## config.mk

```make
export PLATFORM = sky130hd
export DESIGN_NAME = uart_rx_fifo_engine
export DESIGN_NICKNAME = d
export VERILOG_FILES = /design/src/rtl/uart_pkg.sv /design/src/rtl/uart_rx_fifo.sv /design/src/rtl/uart_rx_fifo_engine.sv
export SDC_FILE = /design/constraint.sdc
export NUM_CORES = 1
export LEC_CHECK = 0
export CORE_MARGIN = 2
export CORE_UTILIZATION = 51
export CTS_CLUSTER_DIAMETER = 50
export CTS_CLUSTER_SIZE = 40
export DETAILED_ROUTE_END_ITERATION = 8
export PLACE_DENSITY = 0.78
export SLEW_MARGIN = 20
export SYNTH_ARGS = -nofsm -noshare
export SYNTH_HDL_FRONTEND = slang
export SYNTH_SLANG_ARGS = --single-unit
```

## constraint.sdc

```tcl
create_clock -name clk -period 2.6 [get_ports clk]
set_input_delay 0.78 -clock clk [delete_from_list [all_inputs] [get_ports clk]]
set_output_delay 0.78 -clock clk [all_outputs]
set_load 0.01 [all_outputs]
```

## src/rtl/uart_pkg.sv

```systemverilog
// Shared definitions for the UART receive engine: state encoding, FIFO entry
// layout and small constant helpers.
package uart_pkg;

    typedef enum logic [2:0] {
        IDLE,
        START,
        DATA,
        PARITY,
        STOP1,
        STOP2,
        BRKWAIT
    } rx_state_t;

    localparam int unsigned ENTRY_W    = 11;
    localparam int unsigned E_DATA_LSB = 0;
    localparam int unsigned E_DATA_MSB = 7;
    localparam int unsigned E_PERR     = 8;
    localparam int unsigned E_FERR     = 9;
    localparam int unsigned E_BRK      = 10;

    function automatic int unsigned clog2(input int unsigned value);
        int unsigned r;
        r = 0;
        for (int unsigned i = 0; i < 32; i++) begin
            if ((64'd1 << i) < 64'(value)) r = i + 1;
        end
        return r;
    endfunction

    function automatic logic [ENTRY_W-1:0] pack_entry(
        input logic       brk,
        input logic       ferr,
        input logic       perr,
        input logic [7:0] data
    );
        logic [ENTRY_W-1:0] e;
        e = '0;
        e[E_DATA_MSB:E_DATA_LSB] = data;
        e[E_PERR] = perr;
        e[E_FERR] = ferr;
        e[E_BRK]  = brk;
        return e;
    endfunction

endpackage

```

## src/rtl/uart_rx_fifo.sv

```systemverilog
// Synchronous receive FIFO; a pop in the same cycle frees room for a push
// into a full FIFO.
module uart_rx_fifo
    import uart_pkg::*;
#(
    parameter int unsigned DEPTH = 4,
    parameter int unsigned CNT_W = 3
) (
    input  logic               clk,
    input  logic               reset,
    input  logic               i_push,
    input  logic [ENTRY_W-1:0] i_wdata,
    input  logic               i_pop,
    output logic [ENTRY_W-1:0] o_rdata,
    output logic               o_full,
    output logic               o_empty,
    output logic [CNT_W-1:0]   o_count
);

    localparam int unsigned PTR_W = clog2(DEPTH);

    logic [ENTRY_W-1:0] r_mem [DEPTH];
    logic [PTR_W-1:0]   r_wptr;
    logic [PTR_W-1:0]   r_rptr;
    logic [CNT_W-1:0]   r_count;
    logic               w_pop;
    logic               w_push;

    assign o_full  = (r_count == CNT_W'(DEPTH));
    assign o_empty = (r_count == '0);
    assign o_count = r_count;
    assign o_rdata = r_mem[r_rptr];

    assign w_pop  = i_pop & ~o_empty;
    assign w_push = i_push & (~o_full | w_pop);

    always_ff @(posedge clk) begin
        if (w_push) r_mem[r_wptr] <= i_wdata;
    end

    always_ff @(posedge clk) begin
        if (reset) begin
            r_wptr  <= '0;
            r_rptr  <= '0;
            r_count <= '0;
        end else begin
            if (w_push) r_wptr <= r_wptr + 1'b1;
            if (w_pop)  r_rptr <= r_rptr + 1'b1;
            if (w_push & ~w_pop)      r_count <= r_count + 1'b1;
            else if (w_pop & ~w_push) r_count <= r_count - 1'b1;
        end
    end

endmodule

```

## src/rtl/uart_rx_fifo_engine.sv

```systemverilog
// UART receive engine: start validation, mid-bit sampling, parity/framing/break
// checks and a receive FIFO towards the processor read port.
module uart_rx_fifo_engine
    import uart_pkg::*;
#(
    parameter int unsigned K_W        = 20,
    parameter int unsigned FIFO_DEPTH = 4,
    parameter int unsigned CNT_W      = 3
) (
    input  logic             clk,
    input  logic             reset,
    input  logic [K_W-1:0]   K,
    input  logic [K_W-1:0]   K_2,
    input  logic             RX_in,
    input  logic             EIGHT,
    input  logic             PEN,
    input  logic             OHEL,
    input  logic             TWO_STOP,
    input  logic             READS,
    output logic [7:0]       UART_RDATA,
    output logic             RXRDY,
    output logic             PERR,
    output logic             FERR,
    output logic             BRK,
    output logic             OVF,
    output logic [CNT_W-1:0] FIFO_COUNT
);

    rx_state_t          r_state;
    logic               r_sync1;
    logic               r_rxs;
    logic               r_rxs_d;
    logic [K_W-1:0]     r_cnt;
    logic [2:0]         r_bitidx;
    logic [7:0]         r_data;
    logic               r_pbit;
    logic               r_stop1;
    logic               r_cfg_eight;
    logic               r_cfg_pen;
    logic               r_cfg_odd;
    logic               r_cfg_two;
    logic               r_push;
    logic [ENTRY_W-1:0] r_entry;
    logic               r_ovf;

    logic [K_W-1:0]     w_k_load;
    logic [K_W-1:0]     w_k2_load;
    logic               w_btu;
    logic [2:0]         w_last_idx;
    logic               w_perr;
    logic               w_brk_zero;
    logic               w_brk1;
    logic               w_brk2;
    logic               w_ferr2;
    logic [ENTRY_W-1:0] w_rdata;
    logic [ENTRY_W-1:0] w_head;
    logic               w_full;
    logic               w_empty;
    logic [CNT_W-1:0]   w_count;
    logic               w_overrun;

    // A zero bit-time constant counts as one clock per bit.
    assign w_k_load   = (K == '0)   ? '0 : K - 1'b1;
    assign w_k2_load  = (K_2 == '0) ? '0 : K_2 - 1'b1;
    assign w_btu      = (r_cnt == '0);
    assign w_last_idx = r_cfg_eight ? 3'd7 : 3'd6;

    assign w_perr     = r_cfg_pen & (^r_data ^ r_pbit ^ r_cfg_odd);
    assign w_brk_zero = (r_data == '0) & (~r_cfg_pen | ~r_pbit);
    assign w_brk1     = w_brk_zero & ~r_rxs;
    assign w_brk2     = w_brk_zero & ~r_stop1;
    assign w_ferr2    = ~r_stop1 | ~r_rxs;

    always_ff @(posedge clk) begin
        if (reset) begin
            r_state     <= IDLE;
            r_sync1     <= 1'b1;
            r_rxs       <= 1'b1;
            r_rxs_d     <= 1'b1;
            r_cnt       <= '0;
            r_bitidx    <= '0;
            r_data      <= '0;
            r_pbit      <= 1'b0;
            r_stop1     <= 1'b0;
            r_cfg_eight <= 1'b0;
            r_cfg_pen   <= 1'b0;
            r_cfg_odd   <= 1'b0;
            r_cfg_two   <= 1'b0;
            r_push      <= 1'b0;
            r_entry     <= '0;
        end else begin
            r_sync1 <= RX_in;
            r_rxs   <= r_sync1;
            r_rxs_d <= r_rxs;
            r_push  <= 1'b0;
            // Every non-START interval is a full bit, so the BTU reload is always K-1.
            r_cnt   <= w_btu ? w_k_load : r_cnt - 1'b1;
            unique case (r_state)
                IDLE: begin
                    if (r_rxs_d & ~r_rxs) begin
                        r_state     <= START;
                        r_cnt       <= w_k2_load;
                        r_data      <= '0;
                        r_bitidx    <= '0;
                        r_cfg_eight <= EIGHT;
                        r_cfg_pen   <= PEN;
                        r_cfg_odd   <= OHEL;
                        r_cfg_two   <= TWO_STOP;
                    end
                end
                START: begin
                    if (w_btu) r_state <= r_rxs ? IDLE : DATA;
                end
                DATA: begin
                    if (w_btu) begin
                        r_data[r_bitidx] <= r_rxs;
                        if (r_bitidx == w_last_idx) r_state <= r_cfg_pen ? PARITY : STOP1;
                        else                        r_bitidx <= r_bitidx + 1'b1;
                    end
                end
                PARITY: begin
                    if (w_btu) begin
                        r_pbit  <= r_rxs;
                        r_state <= STOP1;
                    end
                end
                STOP1: begin
                    if (w_btu) begin
                        if (r_cfg_two) begin
                            r_stop1 <= r_rxs;
                            r_state <= STOP2;
                        end else begin
                            r_push  <= 1'b1;
                            r_entry <= pack_entry(w_brk1, ~r_rxs, w_perr, r_data);
                            r_state <= w_brk1 ? BRKWAIT : IDLE;
                        end
                    end
                end
                STOP2: begin
                    if (w_btu) begin
                        r_push  <= 1'b1;
                        r_entry <= pack_entry(w_brk2, w_ferr2, w_perr, r_data);
                        r_state <= w_brk2 ? BRKWAIT : IDLE;
                    end
                end
                BRKWAIT: begin
                    if (r_rxs) r_state <= IDLE;
                end
                default: r_state <= IDLE;
            endcase
        end
    end

    uart_rx_fifo #(
        .DEPTH (FIFO_DEPTH),
        .CNT_W (CNT_W)
    ) u_fifo (
        .clk     (clk),
        .reset   (reset),
        .i_push  (r_push),
        .i_wdata (r_entry),
        .i_pop   (READS),
        .o_rdata (w_rdata),
        .o_full  (w_full),
        .o_empty (w_empty),
        .o_count (w_count)
    );

    // A full FIFO with a coincident read accepts the frame, so no overrun then.
    assign w_overrun = r_push & w_full & ~READS;

    always_ff @(posedge clk) begin
        if (reset)          r_ovf <= 1'b0;
        else if (w_overrun) r_ovf <= 1'b1;
        else if (READS)     r_ovf <= 1'b0;
    end

    assign w_head     = w_empty ? '0 : w_rdata;
    assign UART_RDATA = w_head[E_DATA_MSB:E_DATA_LSB];
    assign PERR       = w_head[E_PERR];
    assign FERR       = w_head[E_FERR];
    assign BRK        = w_head[E_BRK];
    assign RXRDY      = ~w_empty;
    assign OVF        = r_ovf;
    assign FIFO_COUNT = w_count;

endmodule

```

==> results by group <==
Clock tree
  – Root buffer cell: clkbuf_16
  – H-tree depth: 3
  – CTS Buf Count: 9
  – Clock sinks: 109
  – Reg clk slew, reported paths: 0.07 ns
  – Clock Path Buffers: 2
  – CTS tree: done
  – Clk_lat worst skew: between 0.3 and 0.4 ns
  – # hold bufs at CTS: 0

STA
  – Final setup violation count: 0
  – Final hold violations: 0
  – Setup Skew: ~0.0063 ns
  – Worst hold slack: 0.419 ns
  – RSZ-0062 raised after global routing: yes
  – Max Freq: between 300 and 400 MHz
  – Fin worst setup slack: 0.0556 ns
  – Relative slew slack: approximately 59%
  – Worst-margin pin slew: 0.611 ns
  – Tcrit/Tclk final: 97.9%
  – Max Slew Vio Count: 0
  – Min cycle time layout: 2.54 ns

Yosys
  – Yosys Warn Count: 0
  – Top-count cell post-synth: nand2_1
  – Async SR Flop Fraction: 0%
  – Top cells by count, synth: 68 x nand2_1, 65 x dfxtp_1, 56 x nor2_1, 44 x a21oi_1, 44 x edfxtp_1
  – Post-synth cell types: 57
  – Share of the synthesized area in the top cell type: 22.6%
  – Largest cells by area after synthesis: edfxtp_1 23%, dfxtp_1 22%, xor2_1 4.6%
  – Number of synthesized flops with an enable pin: 44
  – Syn_area_per_cell: 9.46 µm²
  – Synth Flop Type: dfxtp_1
  – Seq/Total Area, Yosys: 44.8%
  – Seq cells post-synth: 109
  – Syn_nets: between 600 and 700
  – Largest area contributor in the netlist: edfxtp_1
  – Synth Cell Area: around 5800 µm²
  – Syn Inst Count: 618

Drt
  – Metal-1 WL: 5910 µm
  – Via density: 5.67
  – Drt drc: 0
  – DRT antenna net count: 0
  – Via count: 5042
  – Met3 WL: about 670 µm
  – Initial DRC count: 338
  – WL per Instance: about 16 µm
  – Met2 wire length: 7050 µm
  – Top Layer Used: met4
  – Final Routed Wirelength: 14000 µm
  – Pre-Repair DR Iteration Count: 5

Placement
  – Post-place instance area: 7150 µm²
  – Post-detail-place hpwl: 9990 µm
  – # port buffers: 63
  – Place WS: -0.430 ns
  – GP Congestion: 0.879

Power
  – Clock share of power: 23.9%
  – Maximum vdd drop: 0.448 mV
  – PwrDens: 775 nW/µm²
  – Int Power: 3.89 mW
  – Leakage power: around 2.8 nW
  – Switching portion of total power: 33.8%
  – Flop pwr share: 36.6%
  – Net switching power: 1.99 mW
  – Pwr Total: 5.88 mW
  – Gate power share: 39.4%

Floorplanning
  – Standard-cell rows: 39
  – CORE AREA: 11300 µm²
  – Die area: 12300 µm²
  – Starting Density: about half
  – Horiz. Die Dim: 111 µm
  – Die H: 111 µm
  – IO Count: 64

Run status
  – Status: complete, no violations

Setup path
  – Slowest CP cell: mux4_2
  – Cell count along the critical path: 4
  – Buf/Inv on CP: 2
  – Crit Path Max Fanout: 6
  – Critical path required time: 1.82 ns
  – Setup crit end kind: output port
  – Crit-path leading delay family: multiplexers
  – R2R cell count: 6
  – CP arrival: between 1.5 and 2 ns
  – WS Path Type: flip-flop to output port
  – CP cell instances: buf_8 > mux4_2 > and2_1 > clkdlybuf4s15_1
  – Worst Setup Start Kind: flip-flop
  – Slowest stage delay, CP: 0.50 ns

Layout
  – Syn-to-layout area delta: 29.6%
  – Fin nets: 805
  – Design area: 7580 µm²
  – Ant diodes: 0
  – Share of cells above drive strength 1: 20.2%

Global routing
  – First-pass GRT wire length: 22700 µm
  – Initial antenna violation count: 0
  – GRT overflow: 0
  – Largest net degree at the start of global routing: 59
  – Vias in the first global route: 4878
  – Total track usage: 22.3%

Run
  – Total of max-cap violations: 0

Hold path
  – Hold Path Depth: 1
  – Hold Path Class: flip-flop to flip-flop
==> through the flow <==
stage	setup TNS [ns]	std cells	utilization, %
6_report	0	889	66.9
5_1_grt	-0.239	889	66.9
4_1_cts	-0.0263	888	66.4
3_5_place_dp	-6.85	870	63.1
3_3_place_gp	-6.03	870	63.1
2_1_floorplan	0	618	-
==> power groups by stage <==
stage / registers, mW / clock network, mW / logic [mW]
after CTS: 2.13 / 1.42 / 2.34
after detailed placement: 2.16 / 0 / 2.28
after global routing: 2.18 / 1.49 / 2.57
after global placement: 2.15 / 0 / 2.23
after floorplan: 2.11 / 0 / 1.46
final: 2.15 / 1.41 / 2.32
==> metal layers <==
layer	GRT usage (%)	vias up
met2	39.0	161
met3	3.23	31
met5	0	-
met4	9.22	0
met1	27.6	2372
li1	-	2478
==> cell type report <==
| cell class | count | area [µm²] |
|---|---|---|
| clock buffers | 10 | 229 |
| clock inverters | 6 | 78.8 |
| fillers | 875 | 3740 |
| inverters | 24 | 90.1 |
| multi-input cells | 454 | 3130 |
| flip-flops and latches | 109 | 2630 |
| well taps | 143 | 179 |
| repair buffers | 143 | 1250 |
==> cells in the final DEF (no fill, tap or decap), types with 17 or more instances in the layout <==
master,count
buf_4,76
nand2_1,67
dfxtp_1,64
nor2_1,55
clkdlybuf4s50_1,51
a21oi_1,44
edfxtp_1,44
xor2_1,31
xnor2_1,25
inv_1,23
nand3_1,22
nor3_1,20
and2_1,18
o21ai_0,17
==> cells by family (layout without fill, tap and decap cells) <==
kind of cell	after synthesis	count (layout)	synth area share [%]
and+or+nand+nor	252	252	21.8
AOI/OAI and AO/OA	109	110	11.9
DFF	109	109	44.8
xor gates and xnor gates	57	57	8.53
buffers and inverters	56	183	3.72
muxes	19	19	5.67
adders and majority gates	16	16	3.55
==> worst register-to-register path: cells and delay by family, from the launching register on <==
family             cells  cell delay [ns]
DFF                    1             0.35
and+or+nand+nor        4             1.13
AOI/OAI and AO/OA      2             0.67
==> final timing paths <==
kind | from | endpoint | slack (ns)
worst max-delay path | flip-flop | BRK | 0.06
worst min-delay path | r_sync1 | r_rxs | 0.42
worst max register to register | r_cnt[11] | r_state[2] | 0.33
worst min register to register | r_sync1 | r_rxs | 0.42
==> flip-flops by register name (all words and copies together) (netlist names), 2 cells and up, named ones only <==
name and flops:
u_fifo.r_mem 44, r_cnt 20, r_entry 11, r_data 8, r_bitidx 3, r_state 3
u_fifo.o_count 3, u_fifo.r_rptr 2, u_fifo.r_wptr 2
==> what timing repair did <==
action | in CTS | in global routing
setup buffers | 1 | 1
gates cloned | 1 | 1
pin swaps | 1 | 1
gates resized for setup | 29 | 27
endpoints found under the setup margin | 19 | 24
(Power assumes the default switching activity.)
